--- src/rtl/remote_comm_pkg.sv ---
// Shared types and constants for the remote command link: transmit
// sequencing states, robot response codes and counter sizing.
package remote_comm_pkg;

   // Byte-sequencing states: waiting, sending high byte, sending low byte
   typedef enum logic [1:0] {
      IDLE,
      HIGH,
      LOW
   } tx_state_e;

   // Response bytes returned by the robot
   localparam logic [7:0] RESP_DONE = 8'hA5;
   localparam logic [7:0] RESP_PROG = 8'h5A;

   // Start + 8 data + stop
   localparam int FRAME_BITS = 10;

   // Counter width able to hold 0..n-1, never narrower than one bit
   function automatic int cnt_width(input int n);
      return (n > 1) ? $clog2(n) : 1;
   endfunction

endpackage

--- src/rtl/remote_comm_uart.sv ---
// Full-duplex 8N1 UART. The transmitter shifts a start/data/stop frame out on
// TX; the receiver synchronizes RX, samples mid-bit and holds the last good
// byte with a ready flag. The two halves share nothing but clk and rst.
module remote_comm_uart
   import remote_comm_pkg::*;
#(
   parameter int BAUD_DIV = 5208
) (
   input  logic       clk,
   input  logic       rst,
   input  logic       trmt,
   input  logic [7:0] tx_data,
   output logic       tx_done,
   output logic       TX,
   input  logic       RX,
   output logic [7:0] rx_data,
   output logic       rdy,
   input  logic       clr_rdy
);

   localparam int BAUD_W = cnt_width(BAUD_DIV);
   localparam int BIT_W  = cnt_width(FRAME_BITS);
   localparam logic [BAUD_W-1:0] BAUD_LAST = BAUD_W'(BAUD_DIV - 1);
   localparam logic [BAUD_W-1:0] HALF_LAST = BAUD_W'(BAUD_DIV / 2 - 1);
   localparam logic [BIT_W-1:0]  STOP_BIT  = BIT_W'(FRAME_BITS - 1);

   // ---------------- transmitter ----------------
   logic                tx_busy_q,  tx_busy_d;
   logic [BAUD_W-1:0]   tx_baud_q,  tx_baud_d;
   logic [BIT_W-1:0]    tx_bit_q,   tx_bit_d;
   logic [9:0]          tx_shift_q, tx_shift_d;
   logic                tx_bit_end;

   // Next-state for the transmit shifter; a new frame may load on the very
   // cycle the previous stop bit finishes, so back-to-back bytes have no gap.
   always_comb begin
      // NOTE: every always_comb output gets a default first so no path leaves it unassigned (no latch).
      tx_busy_d  = tx_busy_q;
      tx_baud_d  = tx_baud_q;
      tx_bit_d   = tx_bit_q;
      tx_shift_d = tx_shift_q;
      tx_bit_end = tx_busy_q && (tx_baud_q == '0);
      tx_done    = tx_bit_end && (tx_bit_q == STOP_BIT);
      if (tx_bit_end) begin
         if (tx_done) begin
            tx_busy_d  = 1'b0;
            tx_shift_d = '1;
         end else begin
            tx_shift_d = {1'b1, tx_shift_q[9:1]};
            tx_bit_d   = tx_bit_q + 1'b1;
            tx_baud_d  = BAUD_LAST;
         end
      end else if (tx_busy_q) begin
         tx_baud_d = tx_baud_q - 1'b1;
      end
      if (trmt && (!tx_busy_q || tx_done)) begin
         tx_busy_d  = 1'b1;
         tx_shift_d = {1'b1, tx_data, 1'b0};
         tx_bit_d   = '0;
         tx_baud_d  = BAUD_LAST;
      end
   end

   // Transmit registers; the shifter LSB drives TX directly, so TX is glitch-free
   always_ff @(posedge clk) begin
      // NOTE: reset is synchronous, so it sits inside the clocked block and only acts on an edge.
      if (rst) begin
         tx_busy_q  <= 1'b0;
         tx_baud_q  <= '0;
         tx_bit_q   <= '0;
         tx_shift_q <= '1;
      end else begin
         // NOTE: state updates are non-blocking so every flop samples pre-edge values.
         tx_busy_q  <= tx_busy_d;
         tx_baud_q  <= tx_baud_d;
         tx_bit_q   <= tx_bit_d;
         tx_shift_q <= tx_shift_d;
      end
   end

   assign TX = tx_shift_q[0];

   // ---------------- receiver ----------------
   logic                rx_meta_q,  rx_sync_q,  rx_prev_q;
   logic                rx_busy_q,  rx_busy_d;
   logic [BAUD_W-1:0]   rx_baud_q,  rx_baud_d;
   logic [BIT_W-1:0]    rx_bit_q,   rx_bit_d;
   logic [7:0]          rx_shift_q, rx_shift_d;
   logic [7:0]          rx_data_q,  rx_data_d;
   logic                rdy_q,      rdy_d;
   logic                start_det, rx_sample, rx_set;

   // Start detection, mid-bit sampling and the ready flag (set beats clear)
   always_comb begin
      rx_busy_d  = rx_busy_q;
      rx_baud_d  = rx_baud_q;
      rx_bit_d   = rx_bit_q;
      rx_shift_d = rx_shift_q;
      rx_data_d  = rx_data_q;
      rx_set     = 1'b0;
      start_det  = !rx_busy_q && rx_prev_q && !rx_sync_q;
      rx_sample  = rx_busy_q && (rx_baud_q == '0);
      if (start_det) begin
         rx_busy_d = 1'b1;
         rx_baud_d = HALF_LAST;
         rx_bit_d  = '0;
      end else if (rx_sample) begin
         rx_baud_d = BAUD_LAST;
         rx_bit_d  = rx_bit_q + 1'b1;
         if (rx_bit_q == STOP_BIT) begin
            // A low stop bit is a framing error: drop the byte silently
            rx_busy_d = 1'b0;
            rx_bit_d  = '0;
            if (rx_sync_q) begin
               rx_data_d = rx_shift_q;
               rx_set    = 1'b1;
            end
         end else if (rx_bit_q != '0) begin
            rx_shift_d = {rx_sync_q, rx_shift_q[7:1]};
         end
      end else if (rx_busy_q) begin
         rx_baud_d = rx_baud_q - 1'b1;
      end
      rdy_d = rdy_q;
      if (clr_rdy || start_det) rdy_d = 1'b0;
      if (rx_set)               rdy_d = 1'b1;
   end

   // Receive registers; synchronizer and edge-history flops preset to line idle
   always_ff @(posedge clk) begin
      if (rst) begin
         rx_meta_q  <= 1'b1;
         rx_sync_q  <= 1'b1;
         rx_prev_q  <= 1'b1;
         rx_busy_q  <= 1'b0;
         rx_baud_q  <= '0;
         rx_bit_q   <= '0;
         rx_shift_q <= '0;
         rx_data_q  <= '0;
         rdy_q      <= 1'b0;
      end else begin
         rx_meta_q  <= RX;
         rx_sync_q  <= rx_meta_q;
         rx_prev_q  <= rx_sync_q;
         rx_busy_q  <= rx_busy_d;
         rx_baud_q  <= rx_baud_d;
         rx_bit_q   <= rx_bit_d;
         rx_shift_q <= rx_shift_d;
         rx_data_q  <= rx_data_d;
         rdy_q      <= rdy_d;
      end
   end

   assign rx_data = rx_data_q;
   assign rdy     = rdy_q;

endmodule

--- src/rtl/remote_comm.sv ---
// Command link to the robot: sends a 16-bit command as two UART bytes (high
// byte first) and reports the robot's one-byte responses.
module remote_comm #(
   parameter int BAUD_DIV = 5208
) (
   input  logic        clk,
   input  logic        rst,
   input  logic [15:0] cmd,
   input  logic        snd_cmd,
   output logic        cmd_snt,
   output logic        TX,
   input  logic        RX,
   output logic [7:0]  resp,
   output logic        resp_rdy,
   input  logic        clr_resp_rdy
);

   import remote_comm_pkg::*;

   tx_state_e   state_q,   state_d;
   logic [7:0]  low_q,     low_d;
   logic        cmd_snt_q, cmd_snt_d;
   logic        trmt;
   logic [7:0]  tx_data;
   logic        tx_done;

   // Byte sequencing; trmt is decoded here rather than registered so the
   // high-byte start bit appears on the cycle right after snd_cmd
   always_comb begin
      state_d   = state_q;
      low_d     = low_q;
      cmd_snt_d = cmd_snt_q;
      trmt      = 1'b0;
      tx_data   = low_q;
      case (state_q)
         IDLE: begin
            tx_data = cmd[15:8];
            if (snd_cmd) begin
               trmt      = 1'b1;
               low_d     = cmd[7:0];
               cmd_snt_d = 1'b0;
               state_d   = HIGH;
            end
         end
         HIGH: begin
            if (tx_done) begin
               trmt    = 1'b1;
               state_d = LOW;
            end
         end
         LOW: begin
            if (tx_done) begin
               cmd_snt_d = 1'b1;
               state_d   = IDLE;
            end
         end
         default: state_d = IDLE;
      endcase
   end

   // Sequencer state, latched low byte and the sticky cmd_snt flag
   always_ff @(posedge clk) begin
      if (rst) begin
         state_q   <= IDLE;
         low_q     <= 8'h00;
         cmd_snt_q <= 1'b0;
      end else begin
         state_q   <= state_d;
         low_q     <= low_d;
         cmd_snt_q <= cmd_snt_d;
      end
   end

   assign cmd_snt = cmd_snt_q;

   remote_comm_uart #(
      .BAUD_DIV (BAUD_DIV)
   ) u_uart (
      .clk     (clk),
      .rst     (rst),
      .trmt    (trmt),
      .tx_data (tx_data),
      .tx_done (tx_done),
      .TX      (TX),
      .RX      (RX),
      .rx_data (resp),
      .rdy     (resp_rdy),
      .clr_rdy (clr_resp_rdy)
   );

endmodule

--- config.mk ---
export PLATFORM = sky130hd
export DESIGN_NAME = remote_comm
export DESIGN_NICKNAME = d
export VERILOG_FILES = /design/src/rtl/remote_comm_pkg.sv /design/src/rtl/remote_comm_uart.sv /design/src/rtl/remote_comm.sv
export SDC_FILE = /design/constraint.sdc
export NUM_CORES = 1
export LEC_CHECK = 0
export BUFFER_PORTS_ARGS = -buffer_cell sky130_fd_sc_hd__buf_4
export CORE_ASPECT_RATIO = 1.4
export CORE_UTILIZATION = 50
export CTS_CLUSTER_DIAMETER = 40
export DETAILED_ROUTE_END_ITERATION = 8
export GPL_TIMING_DRIVEN = 0
export PLACE_DENSITY = 0.69
export SETUP_SLACK_MARGIN = 0.15
export SLEW_MARGIN = 30
export SYNTH_ARGS = -nofsm -noshare
export SYNTH_HDL_FRONTEND = slang
export SYNTH_SLANG_ARGS = --single-unit
--- constraint.sdc ---
create_clock -name clk -period 4.7 [get_ports clk]
set_clock_uncertainty 0.1 [all_clocks]
set_input_delay 0.235 -clock clk [delete_from_list [all_inputs] [get_ports clk]]
set_output_delay 0.235 -clock clk [all_outputs]
set_load 0.05 [all_outputs]
Word level (Yosys, flattened, before mapping)
Index checks and enable logic that the tools add are counted.

Add/subtract/negate cells: 4. Eq/ne operators: 9. Mux-type cells: 34. Bitwise operators: 3. Reductions and logical operators: 38.

Operators with widths (number): $mux 13 (6); $mux 9 (3); $logic_not 13->1 (2); $sub 13x1->13 const B (2); $mux 1 (16); $reduce_bool 2->1 (8); $mux 12 (1); $reduce_and 2->1 (6); $add 4x1->4 const B (2); $eq 4x4->1 const B (2); $mux 8 (1); $ne 2x2->1 const B (4); $reduce_and 4->1 (2); $logic_and 1x1->1 (6); $mux 2 (3); $pmux 2 s3 (1); $reduce_and 3->1 (2); $reduce_bool 3->1 (2); $mux 4 (1); $pmux 1 s2 (2); $reduce_bool 4->1 (1); $reduce_or 2->1 (2); $logic_not 1->1 (3); $ne 3x3->1 const B (1); other kinds (6) (9).

Bits in registers: 77. Bits of input ports: 21. Output and inout port bits: 11. Logic and storage cells: 108.

Longest topological paths before layout
Gate-level depths: netlist (run 1).

Word-level depth: 8. Mapped depth: 9. Gate-level depth less buffers: 7.

By module
From an unflattened synthesis (run 1), not the netlist that was laid out.

Cell total of the unflattened synthesis: 407. Area, all modules: 3626.0 um^2.

By module, submodules not included: remote_comm_uart (times used 1, cells each 345, area each 3085.5 um^2, seq. area each 1301.2 um^2); remote_comm (times used 1, cells each 62, area each 540.5 um^2, seq. area each 220.2 um^2).

Worst setup path after synthesis (run 1)
OpenSTA, ideal clock, no wires.

Kind: reg-to-reg. Start: register u_uart.tx_baud_q[0]. End: register u_uart.tx_baud_q[4]. Setup time: 0.115 ns. Arrival time: 1.848 ns. Data required time: 4.485 ns. Setup slack: 2.638 ns. Stages on the path, launching flop included: 8. Buffers on the path: 0. Period minus slack after synthesis: 2.062 ns. Cell sequence: dfxtp_1 -> inv_1 -> ha_1 -> or4bb_1 -> nor4_4 -> and2_1 -> a22oi_2 -> o21a_1.

Word-level cells in the longest chain between the ends: 8. Elaborated cells on any way between the ends: 14. Those cells by class: add/sub (1); eq/ne (1); mux (5); reduce/logical (7).

Ends and longest elaborated chain: from (decl) (line remote_comm_uart.sv:29) `logic [BAUD_W-1:0] tx_baud_q, tx_baud_d;`; from (signal assigned) (line remote_comm_uart.sv:75) `tx_baud_q <= tx_baud_d;`; parallel branches: the longest is 8 deep, another holds $sub 13x1->13.

Parallel ways; which one is timed is not known. The select of a mux whose other input is x is not followed. A chain may end at the register's enable or synchronous reset.

Worst setup path in the final report (run 1)
Start: register u_uart.tx_baud_q[0]. End: register u_uart.tx_shift_q[3].

Word-level cells in the longest chain between the ends: 7. Elaborated cells on any way between the ends: 11. Those cells by class: mux (5); reduce/logical (6).

Ends and longest elaborated chain: $logic_not 13->1 * (line remote_comm_uart.sv:42) `tx_bit_end = tx_busy_q && (tx_baud_q == '0);`; $logic_and 1x1->1 * (line remote_comm_uart.sv:42); $logic_and 1x1->1 (line remote_comm_uart.sv:43) `tx_done = tx_bit_end && (tx_bit_q == STOP_BIT);`; $mux 1 (line remote_comm.sv:46) `if (tx_done) begin`; $pmux 1 s2 (line remote_comm.sv:35) `case (state_q)`; $logic_and 1x1->1 (line remote_comm_uart.sv:56) `if (trmt && (!tx_busy_q || tx_done)) begin`; $mux 9 or $reduce_bool 2->1 (tied branches); to (signal assigned) (line remote_comm_uart.sv:77) `tx_shift_q <= tx_shift_d;`; to (decl) (line remote_comm_uart.sv:31) `logic [9:0] tx_shift_q, tx_shift_d;`.

Every way passes the cells marked *; elsewhere a longest branch is shown, timed or not. The select of a mux whose other input is x is not followed.

==> impl_metrics.yaml, run 1 <==
synthesis:
  synthFlopType: "dfxtp_1"
  syn-cell-area_mm2: 0.00361
  yosysUniqueCellTypes: 59
  synth_top_family_by_area: "simple AND/OR/NAND/NOR gates"
  synth_fa_ha_area_share_pct: 1.73
  yosysWarnings: 0
  yosysSeqAreaShare_pct: 42.2
  synthCells: 415
  ys_ff_latch: 76
  syn_area_per_cell_um2: 8.69
  async_flop_share_pct: 0
  synth_xor_xnor_area_share_pct: 5.10
  muxShareOfSynthArea_pct: 5.27
  syn_nets: 441
  synthSimpleGateAreaFrac_pct: 27.7
  synth_compound_area_share_pct: 13.7
  synth_edf_count: 0
setup_path:
  regToRegSetupSlack_ns: 2.31
  path_cells: "inv_1 -> ha_1 -> or4bb_1 -> nor4_4 -> buf_6 -> o22ai_1 -> a21oi_1 -> o21bai_1"
  path_buf_inv: 2
  r2r-start: "u_uart.tx_baud_q[0]$_SDFFE_PP0P_"
  ff2ff_path_depth: 8
  endpoint_kind: "register"
  slowest_delay_ns: 0.57
  crit_fanout: 10
  cp_slowest_cell: "or4bb_1"
  critPathRequiredTime_ns: 4.85
  crit_family: "simple AND/OR/NAND/NOR gates"
  cp-start-kind: "register"
  r2r_end: "u_uart.tx_shift_q[3]$_SDFFE_PP1P_"
  critical_path_arrival_ns: 2.54
  worstSetupPathDepth: 8
  criticalPathCategory: "register to register"
timing:
  clock.fmax_mhz: 418
  hold_viol_final: 0
  setup_viol: 0
  period_share_pct: 50.9
  tightest_slew_ns: 0.725
  finalSetupTns_ns: 0
  fin_crit_ns: 2.39
  drv_slew: 0
  maxSlewHeadroom_pct: 51.3
  fin_ws_ns: 2.31
  rsz0062_at_grt: "no"
clocking:
  cts.sinks: 76
  clk_pin_slew_worst_paths_ns: 0.08
  cts_resized: 0
  cts_tree: "built"
  cts_buffers: 9
  ctsRootBufferMaster: "clkbuf_8"
  clk_latency_ns: 0.36
  clk_path_buf_depth: 2
  htreeDepth: 3
final_layout:
  layout_commonest_cell: "dfxtp_1"
  utilization_pct: 59.8
  drive_gt1_share_pct: 17.5
  nNetsFinal: 484
  syn2layout_area_growth_pct: 15.8
  final_cell_mix: "dfxtp_1 (76), nor2_1 (68), buf_4 (35)"
  design_area_mm2: 0.00418
  diodes: 0
global_route:
  grt_pass1_wl_um: 13100
  grt_overflow: 0
  grt_pass1_vias: 2877
  groute.usage.overall_pct: 22.6
  grt_max_degree: 15
  antenna_found_initial: 0
placed_design:
  pre_cts_slack_ns: 2.31
  port_buffers: 31
  gp_congestion: 0.859
  place_hpwl_um: 5620
  place_area_mm2: 0.00396
detailed_routing:
  wirelength_um: 7830
  viasPerCell: 5.44
  antenna_left: 0
  num_vias: 3033
  drt_iter0_drc: 205
  dr.pass1.iters: 6
  drc: 0
  post_drt_wl_per_cell_um: 14.0
floorplanning:
  die-area_mm2: 0.00756
  ios: 32
  rows: 36
  die_width_um: 73.8
  die_h_um: 103
  core_area_mm2: 0.00698
  initial_utilization_pct: 51.7
worst_hold_path:
  holdPathStages: 3
  min_path_type: "primary input to register"
  hold_start: "cmd[4]"
  hold_end: "low_q[4]$_SDFFE_PP0P_"
run:
  cap_violations: 0
pwr:
  p_total_mw: 1.46
  p_leak_nw: 1.60
  ir_worst_vdd_v: 0.000216
  p_per_area_mw_per_mm2: 351
status:
  status: "completed"
area by class of cell:
type                            instances  area, µm²
Clock inverter                          6       71.3
Fill cell                             648       2800
Multi-Input combinational cell        305       1930
Clock buffer                           10        138
Inverter                               11       41.3
Tap cell                               95        119
Timing Repair Buffer                   32        243
Buffer                                 23        116
Sequential cell                        76       1520
per-layer routing:
layer / GRT usage (%) / share of wire [%] / up-vias
met5: 0 / 0 / -
met4: 8.43 / 1.6 / 0
met3: 4.40 / 3.6 / 10
met2: 39.9 / 52 / 61
met1: 26.7 / 43 / 1419
li1: - / - / 1543
how the worst max path moves through the flow:
| stage | from | end | slack [ns] |
|---|---|---|---|
| floorplan | u_uart.tx_baud_q[0]$_SDFFE_PP0P_ | u_uart.tx_baud_q[4]$_SDFFE_PP0P_ | 2.64 |
| global placement | u_uart.tx_baud_q[0]$_SDFFE_PP0P_ | u_uart.tx_shift_q[3]$_SDFFE_PP1P_ | 2.33 |
| detailed placement | u_uart.tx_baud_q[0]$_SDFFE_PP0P_ | u_uart.tx_shift_q[3]$_SDFFE_PP1P_ | 2.31 |
| CTS | u_uart.tx_baud_q[0]$_SDFFE_PP0P_ | u_uart.tx_shift_q[3]$_SDFFE_PP1P_ | 2.30 |
| global route | u_uart.tx_baud_q[1]$_SDFFE_PP0P_ | u_uart.tx_bit_q[3]$_SDFFE_PP0P_ | 2.11 |
| finish | u_uart.tx_baud_q[0]$_SDFFE_PP0P_ | u_uart.tx_shift_q[3]$_SDFFE_PP1P_ | 2.31 |
metrics by stage:
| stage | hold slack, ns | std cells |
|---|---|---|
| 2_1_floorplan | 0.239 | 415 |
| 3_3_place_gp | 0.292 | 541 |
| 3_5_place_dp | 0.304 | 541 |
| 4_1_cts | 0.0146 | 558 |
| 5_1_grt | 0.0257 | 558 |
| 6_report | 0.0182 | 558 |
synth_stat cells, drive strengths merged (2+ instances only):
library cell,instances,area (µm²)
nor2,70,268
o21a,3,22.5
a311oi,3,26.3
a22oi,2,20.0
xnor2,12,105
or2,5,31.3
and2,4,25.0
mux2i,19,190
xor2,9,78.8
or3b,8,70.1
nand2b,9,56.3
nor4bb,2,20.0
nand2,31,116
a21oi,30,150
nor3,10,55.1
a21o,2,15.0
nor4,5,61.3
o22ai,7,43.8
a31oi,6,37.5
o21ai,5,25.0
o21bai,9,67.6
nand3,6,35.0
buf,11,71.3
or4,2,18.8
nor2b,2,12.5
or3,7,43.8
nand4b,2,17.5
ha,5,62.6
nor3b,6,45.0
dfxtp,76,1520
inv,11,41.3
nand4,6,43.8
and4,2,17.5
clkbuf,12,45.0
repair_timing:
item                                   in CTS  in global routing
hold buffers                                1                  0
endpoints found under the hold margin       1                  0
setup buffers                               0                  0
registers in the layout, indices dropped and copies added (netlist names):
register / cells
u_uart.rx_prev_q: 1
u_uart.tx_busy_q: 1
cmd_snt: 1
u_uart.rx_busy_q: 1
state_q: 2
u_uart.tx_shift_q: 9
u_uart.tx_baud_q: 13
low_q: 8
u_uart.rx_meta_q: 1
u_uart.rx_bit_q: 4
u_uart.rx_sync_q: 1
u_uart.rx_baud_q: 13
u_uart.rx_data: 8
u_uart.tx_bit_q: 4
u_uart.rdy: 1
u_uart.rx_shift_q: 8
cell families (layout without fill, tap and decap cells):
family                   count (synthesis)  in the layout
XOR/XNOR                                21             21
AO/OA/AOI/OAI                           77             77
AND/OR/NAND/NOR                        183            183
multiplexers                            19             19
flip-flops                              76             76
adder cells (fa/ha/maj)                  5              5
buffers and inverters                   34             82
worst register-to-register path, stage by stage (launching register included):
cell and delay, ns:
dfxtp_1 0.34, inv_1 0.08, ha_1 0.17, or4bb_1 0.57
nor4_4 0.49, buf_6 0.23, o22ai_1 0.09, a21oi_1 0.13
o21bai_1 0.08
report_power, final:
part,switching (mW),internal (mW)
Sequential,0.0357,0.678
Clock,0.262,0.264
Combinational,0.125,0.100
(Power assumes the default switching activity.)
==> run 2, diff against run 1 <==
==> constraint.sdc (replaced) <==
create_clock -name clk -period 2.5 [get_ports clk]
set_clock_uncertainty 0.1 [all_clocks]
set_input_delay 0.125 -clock clk [delete_from_list [all_inputs] [get_ports clk]]
set_output_delay 0.125 -clock clk [all_outputs]
set_load 0.05 [all_outputs]
==> run 2 against run 1 <==
Maximum frequency up 8.8%. Die area stayed put. Total power increased by 91%. Final cell count increased by 2.3%. Combinational power rose by 100%. Sequential cell count stayed put. Wire length is 3.4% higher. Final area is 3.7% higher. Core utilization is 2.2 points higher. Critical path type unchanged. Critical endpoint unchanged. Largest cell class unchanged.
==> impl_metrics.yaml, run 2 (synthesized netlist as in run 1, its figures left out) <==
status:
  status: "completed"
pwr:
  ir_worst_vdd_v: 0.000385
  p_leak_nw: 1.66
  p_per_area_mw_per_mm2: 645
clocking:
  htreeDepth: 3
  cts.sinks: 76
  ctsRootBufferMaster: "clkbuf_8"
  cts_tree: "built"
  clk_path_buf_depth: 2
  cts_buffers: 9
  clk_pin_slew_worst_paths_ns: 0.08
  clk_latency_ns: 0.36
detailed_routing:
  drt_iter0_drc: 208
  viasPerCell: 5.36
  dr.pass1.iters: 5
  drc: 0
  wl_met1_um: 3440
  post_drt_wl_per_cell_um: 14.2
  wirelength_um: 8090
  wl_met2_um: 4310
  antenna_left: 0
  top_layer: "met4"
  num_vias: 3063
  wl_met3_um: 216
placed_design:
  place_hpwl_um: 5620
  port_buffers: 31
  gp_congestion: 0.859
setup_path:
  crit_fanout: 10
  endpoint_kind: "register"
  critPathRequiredTime_ns: 2.66
  criticalPathCategory: "register to register"
  cp-start-kind: "register"
  critical_path_arrival_ns: 2.35
final_layout:
  reg.largest.list: "u_uart.rx_baud_q: 13 flops, u_uart.tx_baud_q: 13 flops, u_uart.tx_shift_q: 9 flops"
  diodes: 0
  nNetsFinal: 497
  drive_gt1_share_pct: 18.7
  fillers: 632
  utilization_pct: 62.1
  syn2layout_area_growth_pct: 20.2
  final_cell_mix: "dfxtp_1 (76), nor2_1 (68), buf_4 (38)"
  layout_commonest_cell: "dfxtp_1"
timing:
  tightest_slew_ns: 0.736
  maxSlewHeadroom_pct: 50.6
  finalSetupTns_ns: 0
  rsz0062_at_grt: "no"
  clock.fmax_mhz: 455
  drv_slew: 0
  fin_crit_ns: 2.20
  period_share_pct: 87.9
  setup_viol: 0
  hold_viol_final: 0
floorplanning:
  core_area_mm2: 0.00698
  initial_utilization_pct: 51.7
  die-area_mm2: 0.00756
  die_h_um: 103
  die_width_um: 73.8
  rows: 36
  ios: 32
global_route:
  grt_pass1_vias: 2950
  groute.usage.overall_pct: 23.0
  grt_pass1_wl_um: 13400
  antenna_found_initial: 0
  grt_max_degree: 15
  grt_overflow: 0
worst_hold_path:
  min_path_type: "primary input to register"
run:
  cap_violations: 0
run 2: cell count changes in the layout (fill, tap and decap cells not counted), sizes merged:
| cell | delta |
|---|---|
| dlygate4sd3 | +9 |
| buf | +4 |
run 2: power by group:
part	switching [mW]	total, mW	internal, mW
registers	0.0704	1.34	1.27
clock network	0.499	0.996	0.497
logic	0.241	0.453	0.212
total	0.811	2.79	1.98
run 2: what timing repair did:
action                     4_1_cts  5_1_grt
hold buffers                    10        0
buffers inserted                 4        0
gates resized for setup          1        6
hold endpoints to repair        10        0
pin swaps                        2        2
setup endpoints to repair       20       21
run 2: final cells by class:
| type | count | area (µm²) | area share [%] |
|---|---|---|---|
| Inverter | 11 | 41.3 | 0.953 |
| Buffer | 23 | 120 | 2.77 |
| Multi-Input combinational cell | 305 | 1960 | 45.2 |
| Tap cell | 95 | 119 | 2.74 |
| Clock inverter | 6 | 71.3 | 1.65 |
| Sequential cell | 76 | 1520 | 35.1 |
| Clock buffer | 10 | 138 | 3.18 |
| Timing Repair Buffer | 45 | 367 | 8.46 |
run 2: metrics by stage:
step | cells | setup WS [ns] | total power [mW] | cell area (µm²) | hold WS (ns)
floorplan | 415 | 0.438 | 1.67 | 3610 | 0.129
global placement | 541 | 0.128 | 1.78 | 3960 | 0.213
detailed placement | 541 | 0.110 | 1.79 | 3960 | 0.215
CTS | 571 | 0.218 | 2.79 | 4300 | 0.0101
global route | 571 | 0.177 | 2.92 | 4330 | 0.0234
finish | 571 | 0.302 | 2.79 | 4330 | 0.0160
run 2: worst max-delay path: stages, from the launching register on:
cell      delay, ns
dfxtp_1        0.34
inv_1          0.08
ha_1           0.18
or4bb_4        0.50
nor4_4         0.28
buf_6          0.17
buf_8          0.14
o22ai_1        0.08
a21oi_1        0.14
o21bai_1       0.08
run 2: routing by layer:
layer	track usage, %	up-vias
met5	0	-
met4	9.02	0
met3	4.11	11
met2	41.2	47
met1	27.0	1441
li1	-	1564
run 2: worst paths after layout:
kind | start | to | slack (ns) | depth (start not counted)
min | clr_resp_rdy | u_uart.rdy$_SDFFE_PP0P_ | 0.02 | 4
max reg2reg | u_uart.tx_baud_q[1]$_SDFFE_PP0P_ | u_uart.tx_shift_q[3]$_SDFFE_PP1P_ | 0.30 | 9
min reg2reg | u_uart.rx_meta_q$_SDFF_PP1_ | u_uart.rx_sync_q$_SDFF_PP1_ | 0.35 | 1
max | u_uart.tx_baud_q[1]$_SDFFE_PP0P_ | u_uart.tx_shift_q[3]$_SDFFE_PP1P_ | 0.30 | 9
